==> src/rtl/bcd_ssd_driver.sv <==
// Binary-to-BCD converter (double-dabble, one iteration per cycle)
// driving a 4-digit multiplexed seven-segment display with blanking.
module bcd_ssd_driver #(
  parameter int REFRESH_BITS = 18
) (
  input  logic        clk,
  input  logic        rst,
  input  logic [13:0] value,
  input  logic        load,
  output logic        busy,
  output logic [3:0]  Anode,
  output logic [6:0]  ssd_out
);

  typedef enum logic {IDLE, CONV} state_t;

  state_t state;
  state_t state_nx;

  logic [13:0] bin;
  logic [15:0] bcd;
  logic [3:0]  iter;
  logic [15:0] disp;
  logic [REFRESH_BITS-1:0] cnt;

  logic [15:0] adj;
  logic [15:0] bcd_sh;
  logic [13:0] bin_sh;
  logic [13:0] sat;
  logic        last;

  assign busy = (state == CONV);
  assign last = (iter == 4'd13);
  assign sat  = (value > 14'd9999) ? 14'd9999 : value;

  always_ff @(posedge clk or negedge rst) begin
    if (!rst) state <= IDLE;
    else      state <= state_nx;
  end

  always_comb begin
    state_nx = state;
    unique case (state)
      IDLE: if (load) state_nx = CONV;
      CONV: if (last) state_nx = IDLE;
      default: state_nx = IDLE;
    endcase
  end

  // Add-3 correction precedes the shift of each iteration
  always_comb begin
    adj = bcd;
    for (int i = 0; i < 4; i++) begin
      if (adj[4*i +: 4] >= 4'd5)
        adj[4*i +: 4] = adj[4*i +: 4] + 4'd3;
    end
    bcd_sh = {adj[14:0], bin[13]};
    bin_sh = {bin[12:0], 1'b0};
  end

  always_ff @(posedge clk or negedge rst) begin
    if (!rst) begin
      bin  <= '0;
      bcd  <= '0;
      iter <= '0;
      disp <= '0;
    end else if (state == IDLE) begin
      if (load) begin
        bin  <= sat;
        bcd  <= '0;
        iter <= '0;
      end
    end else begin
      bin  <= bin_sh;
      bcd  <= bcd_sh;
      iter <= iter + 4'd1;
      if (last) disp <= bcd_sh;
    end
  end

  always_ff @(posedge clk or negedge rst) begin
    if (!rst) cnt <= '0;
    else      cnt <= cnt + 1'b1;
  end

  logic [1:0] sel;
  logic [3:0] digit;
  logic       blank;
  logic [3:0] an_nx;
  logic [6:0] seg_nx;

  assign sel = cnt[REFRESH_BITS-1:REFRESH_BITS-2];

  always_comb begin
    digit = disp[3:0];
    blank = 1'b0;
    an_nx = 4'b1110;
    unique case (sel)
      2'd0: begin
        digit = disp[3:0];
        an_nx = 4'b1110;
      end
      2'd1: begin
        digit = disp[7:4];
        blank = (disp[15:4] == 12'd0);
        an_nx = 4'b1101;
      end
      2'd2: begin
        digit = disp[11:8];
        blank = (disp[15:8] == 8'd0);
        an_nx = 4'b1011;
      end
      2'd3: begin
        digit = disp[15:12];
        blank = (disp[15:12] == 4'd0);
        an_nx = 4'b0111;
      end
      default: ;
    endcase
  end

  always_comb begin
    seg_nx = 7'b1111111;
    unique case (digit)
      4'd0: seg_nx = 7'b1000000;
      4'd1: seg_nx = 7'b1111001;
      4'd2: seg_nx = 7'b0100100;
      4'd3: seg_nx = 7'b0110000;
      4'd4: seg_nx = 7'b0011001;
      4'd5: seg_nx = 7'b0010010;
      4'd6: seg_nx = 7'b0000010;
      4'd7: seg_nx = 7'b1111000;
      4'd8: seg_nx = 7'b0000000;
      4'd9: seg_nx = 7'b0010000;
      default: seg_nx = 7'b1111111;
    endcase
  end

  always_ff @(posedge clk or negedge rst) begin
    if (!rst) begin
      Anode   <= 4'b1111;
      ssd_out <= 7'b1111111;
    end else if (blank) begin
      Anode   <= 4'b1111;
      ssd_out <= 7'b1111111;
    end else begin
      Anode   <= an_nx;
      ssd_out <= seg_nx;
    end
  end

endmodule

==> config.mk <==
export PLATFORM = sky130hd
export DESIGN_NAME = bcd_ssd_driver
export DESIGN_NICKNAME = d
export VERILOG_FILES = /design/src/rtl/bcd_ssd_driver.sv
export SDC_FILE = /design/constraint.sdc
export NUM_CORES = 1
export LEC_CHECK = 0
export BUFFER_PORTS_ARGS = -buffer_cell sky130_fd_sc_hd__buf_2
export CORE_UTILIZATION = 30
export CTS_BUF_LIST = sky130_fd_sc_hd__clkbuf_8
export DETAILED_ROUTE_END_ITERATION = 10
export SLEW_MARGIN = 10
export SYNTH_ARGS = -nofsm -noshare
export SYNTH_HDL_FRONTEND = slang
export SYNTH_SLANG_ARGS = --single-unit
==> constraint.sdc <==
create_clock -name clk -period 1.9 [get_ports clk]
set_input_delay 0.38 -clock clk [delete_from_list [all_inputs] [get_ports clk]]
set_output_delay 0.38 -clock clk [all_outputs]
set_load 0.02 [all_outputs]
==> flow_summary_export.csv <==
group,metric,value,unit
run_status,status,"completed",
clock_tree,cts_made_buffers,9,
sta,setup-tns-final,0,ns
hold_path,worst_hold_path_type,"in -> reg",
die,start_util,0.313,
synthesis,synth.distinct_cells,43,
clock_tree,tritoncts,"built",
die,dieArea,13200,µm²
layout,multi_input_area,1680,µm²
sta,finalHoldViolations,0,
setup_path,path_cells,"mux4_2 -> ha_1 -> nor2b_1 -> o21ai_0",
synthesis,async_flop_share,1.00,
setup_path,r2r_start,"cnt[16]$_DFF_PN0_",
setup_path,cp_data_required_time,2.18,ns
setup_path,cpPeakStageDelay,0.60,ns
setup_path,critPathKind,"reg -> reg",
setup_path,slowest_stage,"mux4_2",
synthesis,ys_ff_latch,80,
global_routing,grt_pass1_wl,12700,µm
placed_design,dpl_cell_area,4240,µm²
sta,drv_slew,0,
layout,fin_util,0.366,
hold_path,hold_path_end,"bin[0]$_DFFE_PN0P_",
die,num_rows,40,
synthesis,synth_area_leader_cell,"dfrtp_1",
layout,register_area,2020,µm²
clock_tree,post-cts-setup-buffers,0,
global_routing,grt_max_degree,33,
placed_design,port_buffers,28,
hold_path,hold_path_depth,3,
sta,max_freq,574,MHz
global_routing,grt_use_total,0.124,
hold_path,min_from,"value[0]",
drt,drtIter0Drc,74,
synthesis,synth_top_area_frac,0.452,
global_routing,antenna_found_initial,0,
setup_path,crit_family,"multiplexers",
layout,finish.instance_area,4470,µm²
clock_tree,cts_root_buf,"clkbuf_8",
pwr,p_sw_frac,0.360,
global_routing,grt.overflow.total,0,
layout,nets,427,
sta,setup_viol,0,
drt,drt-vias-per-instance,4.68,
synthesis,netlist_instances,356,
pwr,power_leakage,2.08,nW
setup_path,critPathBufInv,0,
synthesis,synth_edf_count,0,
job,maxCapViolCount,0,
placed_design,gp_congestion,0.803,
clock_tree,cts.sinks,80,
drt,vias,2665,
synthesis,netlist_area,3820,µm²
global_routing,grt_pass1_vias,2737,
setup_path,cp-end-kind,"flip-flop",
sta,final.period_utilization,0.917,
placed_design,hpwl,5110,µm
synthesis,synthTopCellsByArea,"dfrtp_1, dfstp_2, mux2i_1",
die,dieWidth,115,µm
pwr,net-switching-power,2.35,mW
layout,diodes,0,
layout,final_common_cell,"dfrtp_1",
clock_tree,path_clk_slew,0.08,ns
clock_tree,clock_latency,0.36,ns
sta,period_minus_slack,1.74,ns
synthesis,synth.net_count,387,
sta,worstMarginPinSlew,0.452,ns
pwr,pwr-share-comb,0.369,
pwr,power_density,1460,nW/µm²
setup_path,rr_worst_depth,4,
synthesis,syn_avg_cell_area,10.7,µm²
layout,fill_cells,1240,
drt,dr.pass1.iters,4,
synthesis,synth_flop_cell,"dfrtp_1",
layout,layout_common_cells,"dfrtp_1, nand2_1, o21ai_0",
setup_path,r2r-end,"ssd_out[1]$_DFF_PN1_",
synthesis,ys_seq_area_frac,0.527,
die,die_y,115,µm
drt,wl_per_cell,12.5,µm
sta,slew_headroom,0.696,
pwr,power_frac_clock,0.210,
sta,skew,0.0136,ns
setup_path,worstPathMaxFanout,7,
pwr,power_frac_seq,0.422,
clock_tree,htreeDepth,3,
clock_tree,cts_buffer_depth,2,
setup_path,timing.reg2reg.setup_slack,0.16,ns
layout,syn_to_final_growth,16.9,%
pwr,finalPower,6.53,mW
synthesis,yosysWarnings,0,
sta,rsz0062_at_grt,"no",
pwr,power.internal,4.18,mW
layout,drive_gt1_frac,0.212,
drt,ant_nets,0,
drt,drt_wl_total,7130,µm
drt,drcViolationCount,0,
die,ioPinCount,29,
setup_path,critPathLaunchType,"flip-flop",
pwr,ir_drop,0.000456,V
die,core_area,12200,µm²
setup_path,arrival,2.03,ns
==> worst reg2reg max path: cells and delay by family (launching register included) <==
family                   cells  cell delay (ns)
multiplexers                 1             0.60
flip-flops                   1             0.44
AO/OA/AOI/OAI                1             0.17
AND/OR/NAND/NOR              1             0.13
adder cells (fa/ha/maj)      1             0.33
==> cell usage after synthesis (2+ instances only) <==
library cell	instances
dfrtp_1	69
o31ai_1	2
clkbuf_1	9
ha_1	14
o22ai_1	6
inv_1	18
xor2_1	6
nor4_1	3
or4_1	2
mux2_2	5
nand3_1	8
nand4_1	5
o21ai_0	30
nor2_1	10
inv_2	2
dfstp_2	11
a221oi_1	4
a21o_1	5
mux2i_1	19
nor3b_1	14
buf_2	2
nand3b_1	2
nand2_1	45
buf_1	3
a21oi_1	19
or2_2	2
mux4_2	4
nand2b_1	7
xnor2_1	16
==> kinds of logic after synthesis <==
logic type,after synthesis,share of synthesized area
compound gates,74,0.116
xor+xnor,22,0.0504
fa+ha+maj,14,0.0458
buf+inv,34,0.0340
flops,80,0.527
mux,28,0.0880
simple gates,104,0.138
==> power by group through the flow <==
stage          combinational (mW)  clock (mW)  sequential, mW
2_1_floorplan                1.80           0            2.75
3_3_place_gp                 2.33           0            2.77
3_5_place_dp                 2.43           0            2.79
4_1_cts                      2.44        1.43            2.76
5_1_grt                      2.79        1.49            2.84
6_report                     2.41        1.37            2.76
==> final cells by class <==
cell class	instances	area share
inverter	20	0.0168
clock buffer	9	0.0277
sequential	80	0.452
clock inverter	7	0.0207
timing repair buffer	43	0.0605
multi-input combinational	242	0.376
tap	168	0.0470
==> flip-flops by register name, summed over array words and instances, names as in the netlist <==
signal	flops
cnt	18
bcd	16
disp	16
bin	14
ssd_out	7
Anode	4
iter	4
busy	1
==> routing by layer <==
layer  track usage  wire length, µm
met1         0.152             3300
met2         0.209             3510
met3        0.0179              136
met4        0.0736              178
met5             0                0
==> through the flow <==
| stage | hold WS, ns | instances | worst slack, ns |
|---|---|---|---|
| 3_3_place_gp | 0.331 | 552 | 0.148 |
| 3_5_place_dp | 0.333 | 552 | 0.110 |
| 5_1_grt | 0.332 | 569 | 0.0609 |
| 4_1_cts | 0.295 | 569 | 0.0820 |
| 2_1_floorplan | 0.0844 | 356 | 0.115 |
| 6_report | 0.307 | 569 | 0.157 |
==> worst max path at each step <==
stage               depth (start not counted)              endpoint              start  slack (ns)
floorplan                                   6  ssd_out[1]$_DFF_PN1_  cnt[16]$_DFF_PN0_        0.11
global placement                            4  ssd_out[3]$_DFF_PN1_  cnt[16]$_DFF_PN0_        0.15
detailed placement                          4  ssd_out[1]$_DFF_PN1_  cnt[16]$_DFF_PN0_        0.11
CTS                                         4  ssd_out[1]$_DFF_PN1_  cnt[16]$_DFF_PN0_        0.08
global route                                4  ssd_out[1]$_DFF_PN1_  cnt[16]$_DFF_PN0_        0.06
finish                                      4  ssd_out[1]$_DFF_PN1_  cnt[16]$_DFF_PN0_        0.16
==> timing repair <==
item,CTS,global route
resized for setup,0,1
hold endpoints to repair,25,0
hold buffers,1,0
setup endpoints to repair,0,3
Note: power is estimated with default switching activity, not from simulation.
